[config.mk]
export PLATFORM = sky130hd
export DESIGN_NAME = demorgan_exerciser
export DESIGN_NICKNAME = d
export VERILOG_FILES = /design/src/rtl/demorgan_pkg.sv /design/src/rtl/demorgan_expect.sv /design/src/rtl/demorgan_exerciser.sv
export SDC_FILE = /design/constraint.sdc
export NUM_CORES = 1
export LEC_CHECK = 0
export BUFFER_PORTS_ARGS = -buffer_cell sky130_fd_sc_hd__buf_2
export CORE_MARGIN = 4
export CORE_UTILIZATION = 35
export CTS_BUF_LIST = sky130_fd_sc_hd__clkbuf_4 sky130_fd_sc_hd__clkbuf_8
export DETAILED_ROUTE_END_ITERATION = 8
export PLACE_DENSITY = 0.65
export SETUP_SLACK_MARGIN = 0.5
export SYNTH_ARGS = -nofsm -noshare
export SYNTH_HDL_FRONTEND = slang
export SYNTH_HIERARCHICAL = 1
export SYNTH_SLANG_ARGS = --single-unit
[constraint.sdc]
create_clock -name clk -period 1.6 [get_ports clk]
set_input_delay 0 -clock clk [delete_from_list [all_inputs] [get_ports clk]]
set_output_delay 0 -clock clk [all_outputs]
set_load 0.03 [all_outputs]
[src/rtl/demorgan_pkg.sv]
// ============================================================================
// Module  : demorgan_pkg
// Brief   : Shared types, constants and expected-word helper for the exerciser
// Revision: 1.0 - initial release
// ============================================================================
`default_nettype none

package demorgan_pkg;

  typedef enum logic [1:0] {
    IDLE   = 2'd0,
    DRIVE  = 2'd1,
    SAMPLE = 2'd2,
    DONE   = 2'd3
  } exer_state_t;

  localparam int NUM_VEC = 4;

  // Word order: {nA, nB, nAandB, nAornB, nAorB, nAandnB}
  function automatic logic [5:0] exp_word(input logic a, input logic b);
    return {~a, ~b, ~(a & b), ~a | ~b, ~(a | b), ~a & ~b};
  endfunction

endpackage

`default_nettype wire

[src/rtl/demorgan_expect.sv]
// ============================================================================
// Module  : demorgan_expect
// Brief   : Combinational expected-word model for the De Morgan gate block
// Revision: 1.0 - initial release
// ============================================================================
`default_nettype none

module demorgan_expect
  import demorgan_pkg::*;
(
  input  logic       a,
  input  logic       b,
  output logic [5:0] expWord
);

  assign expWord = exp_word(a, b);

endmodule

`default_nettype wire

[src/rtl/demorgan_exerciser.sv]
// ============================================================================
// Module  : demorgan_exerciser
// Brief   : Sweeps A/B over all four vectors, checks the gate block's six
//           outputs and reports a mismatch count and verdict.
//           Optional first-failure capture: DEMORGAN_EXER_CAPTURE_EN
// Revision: 1.0 - initial release
// ============================================================================
`default_nettype none

module demorgan_exerciser
  import demorgan_pkg::*;
#(
  parameter int SETTLE_CYCLES = 1,
  parameter int PASSES        = 1,
  parameter int ERR_W         = 4
) (
  input  logic             clk,
  input  logic             rst_n,
  input  logic             start,
  output logic             busy,
  output logic             done,
  output logic             pass,
  output logic             A,
  output logic             B,
  input  logic             nA,
  input  logic             nB,
  input  logic             nAandB,
  input  logic             nAornB,
  input  logic             nAorB,
  input  logic             nAandnB,
  output logic [ERR_W-1:0] err_count,
  output logic [1:0]       vec_idx
`ifdef DEMORGAN_EXER_CAPTURE_EN
  ,
  output logic             fail_valid,
  output logic [1:0]       fail_vec,
  output logic [5:0]       fail_obs
`endif
);

  localparam int c_SETTLE_W = $clog2(SETTLE_CYCLES + 1);
  localparam int c_PASS_W   = $clog2(PASSES + 1);

  localparam logic [c_SETTLE_W-1:0] c_SETTLE_LAST = c_SETTLE_W'(SETTLE_CYCLES - 1);
  localparam logic [c_PASS_W-1:0]   c_PASS_LAST   = c_PASS_W'(PASSES - 1);
  localparam logic [ERR_W-1:0]      c_ERR_MAX     = '1;
  localparam logic [1:0]            c_VEC_LAST    = 2'(NUM_VEC - 1);

  exer_state_t             r_state;
  logic [c_SETTLE_W-1:0]   r_settleCnt;
  logic [c_PASS_W-1:0]     r_passCnt;

  logic [5:0]              w_obsWord;
  logic [5:0]              w_expWord;
  logic                    w_mismatch;
  logic [ERR_W-1:0]        w_errNext;
  logic [1:0]              w_vecNext;

  demorgan_expect u_expect (
    .a       (A),
    .b       (B),
    .expWord (w_expWord)
  );

  assign w_obsWord  = {nA, nB, nAandB, nAornB, nAorB, nAandnB};
  assign w_mismatch = (w_obsWord != w_expWord);
  assign w_errNext  = (w_mismatch && (err_count != c_ERR_MAX)) ? err_count + 1'b1 : err_count;
  assign w_vecNext  = vec_idx + 2'd1;

  always_ff @(posedge clk) begin
    if (!rst_n) begin
      r_state     <= IDLE;
      r_settleCnt <= '0;
      r_passCnt   <= '0;
      busy        <= 1'b0;
      done        <= 1'b0;
      pass        <= 1'b0;
      A           <= 1'b0;
      B           <= 1'b0;
      err_count   <= '0;
      vec_idx     <= 2'd0;
`ifdef DEMORGAN_EXER_CAPTURE_EN
      fail_valid  <= 1'b0;
      fail_vec    <= 2'd0;
      fail_obs    <= 6'd0;
`endif
    end else begin
      done <= 1'b0;
      unique case (r_state)
        IDLE: begin
          if (start) begin
            r_state     <= DRIVE;
            r_settleCnt <= '0;
            r_passCnt   <= '0;
            busy        <= 1'b1;
            pass        <= 1'b0;
            err_count   <= '0;
            vec_idx     <= 2'd0;
            A           <= 1'b0;
            B           <= 1'b0;
`ifdef DEMORGAN_EXER_CAPTURE_EN
            fail_valid  <= 1'b0;
            fail_vec    <= 2'd0;
            fail_obs    <= 6'd0;
`endif
          end
        end
        DRIVE: begin
          if (r_settleCnt == c_SETTLE_LAST) begin
            r_state <= SAMPLE;
          end else begin
            r_settleCnt <= r_settleCnt + 1'b1;
          end
        end
        SAMPLE: begin
          err_count   <= w_errNext;
          r_settleCnt <= '0;
`ifdef DEMORGAN_EXER_CAPTURE_EN
          // Only the first mismatch of a run is latched
          if (w_mismatch && !fail_valid) begin
            fail_valid <= 1'b1;
            fail_vec   <= vec_idx;
            fail_obs   <= w_obsWord;
          end
`endif
          if (vec_idx != c_VEC_LAST) begin
            vec_idx <= w_vecNext;
            {A, B}  <= w_vecNext;
            r_state <= DRIVE;
          end else if (r_passCnt != c_PASS_LAST) begin
            vec_idx   <= 2'd0;
            {A, B}    <= 2'd0;
            r_passCnt <= r_passCnt + 1'b1;
            r_state   <= DRIVE;
          end else begin
            // Verdict includes the sample being taken on this edge
            busy    <= 1'b0;
            done    <= 1'b1;
            pass    <= (w_errNext == '0);
            r_state <= DONE;
          end
        end
        DONE: begin
          r_state <= IDLE;
        end
        default: begin
          r_state <= IDLE;
        end
      endcase
    end
  end

endmodule

`default_nettype wire
# Word level (Yosys, flattened, before mapping)
# Index checks and enable logic that the tools add are counted.
[classes]
order_cmp = 0
reduce_logical = 12
n_shift = 0
addsub = 4
div_mod_pow = 0
mux = 31
n_bitwise = 10
mul = 0
n_eq_ne = 11
[ops]
columns = ["cell", "n"]
rows = [
  ["2-bit two-way mux", 7],
  ["1-bit two-way mux", 13],
  ["2-bit != test, second input constant", 5],
  ["1-bit case mux with 2 select lines", 5],
  ["4-bit two-way mux", 2],
  ["2-bit case mux with 4 select lines", 1],
  ["4-bit case mux with 2 select lines", 1],
  ["6-bit != test", 1],
  ["1-bit inverter", 6],
  ["2-bit AND reduction", 3],
  ["3-bit AND reduction", 2],
  ["4-bit by 1-bit adder with 4-bit output, second input constant", 1],
  ["2-bit equality test, second input constant", 2],
  ["4-bit zero test", 1],
  ["4-bit != test, second input constant", 1],
  ["2-bit case mux with 2 select lines", 1],
  ["4-bit AND reduction", 1],
  ["3-bit != test, second input constant", 1],
  ["1-bit case mux with 3 select lines", 1],
  ["3-bit nonzero test", 1],
  ["3-bit OR reduction", 1],
  ["1-bit adder, second input constant", 2],
  ["2-bit by 1-bit adder with 2-bit output, second input constant", 1],
  ["1-bit AND", 2],
  ["5 further kinds", 6],
]
[totals]
regBits = 15
n_memories = 0
word_cells = 78
mem_bits_ro = 0
ramBits = 0
latch_bits = 0
input_bits = 9

# Depth between registers and ports, before layout
[logic_depth]
depth_word = 9
ltp_mapped = 7

# By module
# Netlist, hierarchy kept.
[modules_own_cells]
columns = ["module", "cells_per_inst", "area_each_um2", "n_inst"]
rows = [
  ["demorgan_exerciser", 74, 635.6, 1],
  ["demorgan_expect", 6, 30.0, 1],
]

# Worst setup path before layout
# Ideal clock, no wire load.
[synth_path]
kind = "register to register"
startpoint = "register, netlist name vec_idx[0]"
endpoint = "register err_count[3]"
period_less_slack_ns = 1.862
required_ns = 1.526
arrival_time_ns = 1.788
path_slack_ns = -0.262
stages_incl_launch_ff = 8
path_cell_list = "dfxtp_1 nand2_1 buf_4 xnor2_1 nand2_2 o21ai_2 or4_1 a31oi_1"
[synth_lines]
columns = ["element", "line", "rtl"]
rows = [
  ["to (signal assigned)", "demorgan_exerciser.sv:116", "err_count <= w_errNext;"],
  ["to (decl)", "demorgan_exerciser.sv:31", "output logic [ERR_W-1:0] err_count,"],
]

# Worst setup path after layout
[layout_path]
startpoint = "register vec_idx[1]"
endpoint = "register pass"
[layout_between]
elab_chain_cells = 3
[layout_rtl]
columns = ["element", "line", "rtl"]
rows = [
  ["from (decl)", "demorgan_exerciser.sv:32", "output logic [1:0] vec_idx"],
  ["from (signal assigned)", "demorgan_exerciser.sv:127", "vec_idx <= w_vecNext;"],
  ["2-bit != test", "demorgan_exerciser.sv:126", "if (vec_idx != c_VEC_LAST) begin"],
  ["2-bit != test (no source line)", "--", ""],
  ["4-bit AND reduction (no source line)", "--", ""],
  ["to (signal assigned)", "demorgan_exerciser.sv:139", "pass <= (w_errNext == '0);"],
  ["to (decl)", "demorgan_exerciser.sv:22", "output logic pass,"],
]
# Every way passes these cells.
# A chain may end at the register's enable or synchronous reset.

==> results by group <==
Synth
  – Fraction of registers with async set/reset: 0
  – Top cell type's share of synthesized area: 0.3308
  – Avg Inst Size Synth: 8.320 um^2
  – Syn Nets: slightly above 90
  – Largest cells by area after synthesis: dfxtp_1 33%, xnor2_1 7.9%, buf_4 4.5%, nand2_1 3.9%, ha_1 3.8%
  – EDFF count, synth: 0
  – FF+latch count, synth: 11
  – Top FF cell, synth: dfxtp_1
  – Dominant cell type by area after synthesis: dfxtp_1
  – Post-synthesis sequential area ratio: 0.3308
  – Count of cell types in the netlist: 30
  – Ys Warns: 6
  – Mapped Cells: 80
  – Synthesized area: roughly 670 um^2

Route
  – Starting DRT DRC Count: 14
  – Via count: roughly 630
  – Drt drc: 0
  – Drt first pass iters: 4
  – DR vias/cell: between 4 and 5
  – WL/cell: between 10 and 15 um
  – Final ANT Viol Nets: 0
  – Drt total wl: around 1.5 mm

Die
  – # rows: 15
  – Die width: 51.61 um
  – Core ar.: ~1800 um^2
  – Die ar.: 2664 um^2
  – Ports: 20
  – DIE HEIGHT: between 50 and 60 um
  – Initial Util: 0.3773

Timing
  – Max Clock Freq: approximately 670 MHz
  – Rel. slew slack: 0.7591
  – RSZ-0062 raised after global routing: true
  – Fin crit share: 0.9267
  – Clock skew: roughly 1.2 ps
  – Final hold violations: 0
  – Final min period: around 1500 ps
  – Slew @ Worst Pin: approximately 360 ps
  – Slew Limit Fails: 0
  – Setup_tns: 0 ps
  – Final setup violation count: 0

Critical path
  – Crit. End Element: flop
  – Critical setup path kind: reg -> reg
  – Req. time, crit path: 1780 ps
  – Flop2flop setup slack: about 120 ps
  – CP startpoint kind: flop
  – Worst reg2reg path startpoint: vec_idx[1]
  – Worst-path maximum fanout: 6
  – Worst EP arrival: about 1700 ps
  – RR Endpoint: pass
  – Cells on worst reg2reg path: 6

Power
  – Flop pwr share: 0.485
  – Switching Share: 0.2632
  – Switch Pwr: around 0.00016 W
  – LEAKAGE: between 0.4 and 0.5 nW
  – Int Pwr: about 0.00044 W
  – PD cells: ~640 nW/um^2
  – Gate power share: 0.174
  – Clock Power Share: 0.342
  – VDD IR max: approximately 460 uV

Global route
  – Initial antenna violation count: 0
  – Gr usage total: 0.1267
  – Pin count of the biggest net entering global routing: 9
  – First-pass GRT wire length: ~2.5 mm
  – Vias in the first global route: roughly 600
  – Gr ovfl total: 0

Min path
  – Hold wc startpoint: rst_n
  – Worst hold path type: in -> reg
  – WHS Endpoint: err_count[0]
  – WHS Path Cells: 3

Layout
  – Nets@finish: between 100 and 150
  – Fill cells: 180
  – Final Util: 0.5312
  – Antenna diodes: 0
  – Area Growth Syn to Fin: 40.79%
  – Layout cells sized above 1: 0.4762

Clock network
  – Clk_lat worst skew: 260 ps
  – Hold_buf cts: 0
  – CTS buffer count: 3
  – CTS tree: yes
  – CTS H-Tree Depth: 1
  – Root buffer cell: clkbuf_4
  – Max clock buf depth: 2
  – Clock Sinks: 11
  – CTS clk-pin slew, worst paths: 70 ps

Placed design
  – Placer Congestion: 0.7618
  – Post-DP HPWL: about 1.1 mm
  – PortBufs: 19

Flow run
  – MaxCap Viol Count: 0

Run status
  – Status: completed
-- Yosys cell counts, types with 3 or more instances --
library cell	count
inv_1	6
buf_4	4
xnor2_1	6
nor2_1	5
nand2_1	7
a21oi_1	4
nand2b_1	4
dfxtp_1	11
nand3_1	3
-- state kept, by name, summed over array words and instances (netlist names) --
register,cells
pass,1
busy,1
r_state,2
err_count,4
vec_idx,2
done,1
-- worst max-delay path, stage by stage, from the launching register on --
cell and delay, ps:
dfxtp_4 370, nor2_4 150, xnor2_2 130, nand4_2 160, o31a_1 280, and2_1 140, o31ai_1 170
-- cells in the final DEF (no fill, tap or decap), types with 2 or more instances in the layout --
master | netlist | layout
buf_4 | 4 | 5
dfxtp_4 | 0 | 2
dfxtp_1 | 11 | 7
nor3_1 | 2 | 2
xnor2_2 | 0 | 5
dfxtp_2 | 0 | 2
a21oi_1 | 4 | 4
o211ai_1 | 2 | 2
inv_1 | 6 | 5
o21bai_1 | 2 | 2
clkbuf_4 | 0 | 4
buf_2 | 0 | 19
o22ai_1 | 2 | 2
a32oi_1 | 2 | 2
mux2i_1 | 2 | 2
nand2b_1 | 4 | 4
nand3_1 | 3 | 3
nand2_2 | 1 | 2
nand2_1 | 7 | 5
nor2_1 | 5 | 4
-- worst max path at each step --
stage | from | end | slack, ps
3_5_place_dp | vec_idx[1] | pass | 50
3_3_place_gp | vec_idx[0] | pass | 80
6_report | vec_idx[1] | pass | 120
4_1_cts | vec_idx[1] | pass | 120
5_1_grt | vec_idx[1] | pass | 10
2_1_floorplan | vec_idx[0] | pass | 50
-- cell families after synthesis --
family / share of synthesized area
adder cells (fa/ha/maj): 0.03759
AO/OA/AOI/OAI: 0.2011
XOR/XNOR: 0.07895
AND/OR/NAND/NOR: 0.2425
flip-flops: 0.3308
buffers and inverters: 0.07895
multiplexers: 0.03008
-- layout make-up --
type	count	area (um^2)	area share
clock buffer	4	30.03	0.03204
inverter	6	22.52	0.02403
multi-input combinational	59	479.2	0.5113
sequential	11	230.2	0.2457
tap	25	31.28	0.03338
timing repair buffer	25	143.9	0.1535
-- per-stage QoR --
step	setup slack [ps]	area [um^2]	instances	power, W	hold slack, ps
after floorplan	49.32	705.7	80	0.0003594	151.5
after global placement	84.25	813.3	122	0.0003856	319.9
after detailed placement	46.36	813.3	122	0.0003864	325.4
after CTS	124.0	924.6	130	0.0006065	34.83
after global routing	13.99	937.1	130	0.0006372	48.26
final	117.3	937.1	130	0.0005990	47.59
-- power groups by stage --
stage / combinational [W] / clock, W / sequential (W)
6_report: 0.000104 / 0.000205 / 0.000290
5_1_grt: 0.000114 / 0.000230 / 0.000292
4_1_cts: 0.000104 / 0.000213 / 0.000289
3_5_place_dp: 0.0000900 / 0 / 0.000296
3_3_place_gp: 0.0000896 / 0 / 0.000296
2_1_floorplan: 0.0000553 / 0 / 0.000304
-- layer usage --
layer,vias up,part of all wire,GRT usage
met5,-,0,0
met4,0,0,0.06550
met3,0,0.042,0.03438
met2,11,0.47,0.2034
met1,284,0.48,0.1536
li1,331,-,-
-- what timing repair did --
item,in CTS,in global routing
pin swaps,8,5
gates resized for setup,11,3
setup endpoints to repair,8,9
endpoints found under the hold margin,0,0
buffers inserted,4,0
Note: power is estimated with default switching activity, not from simulation.
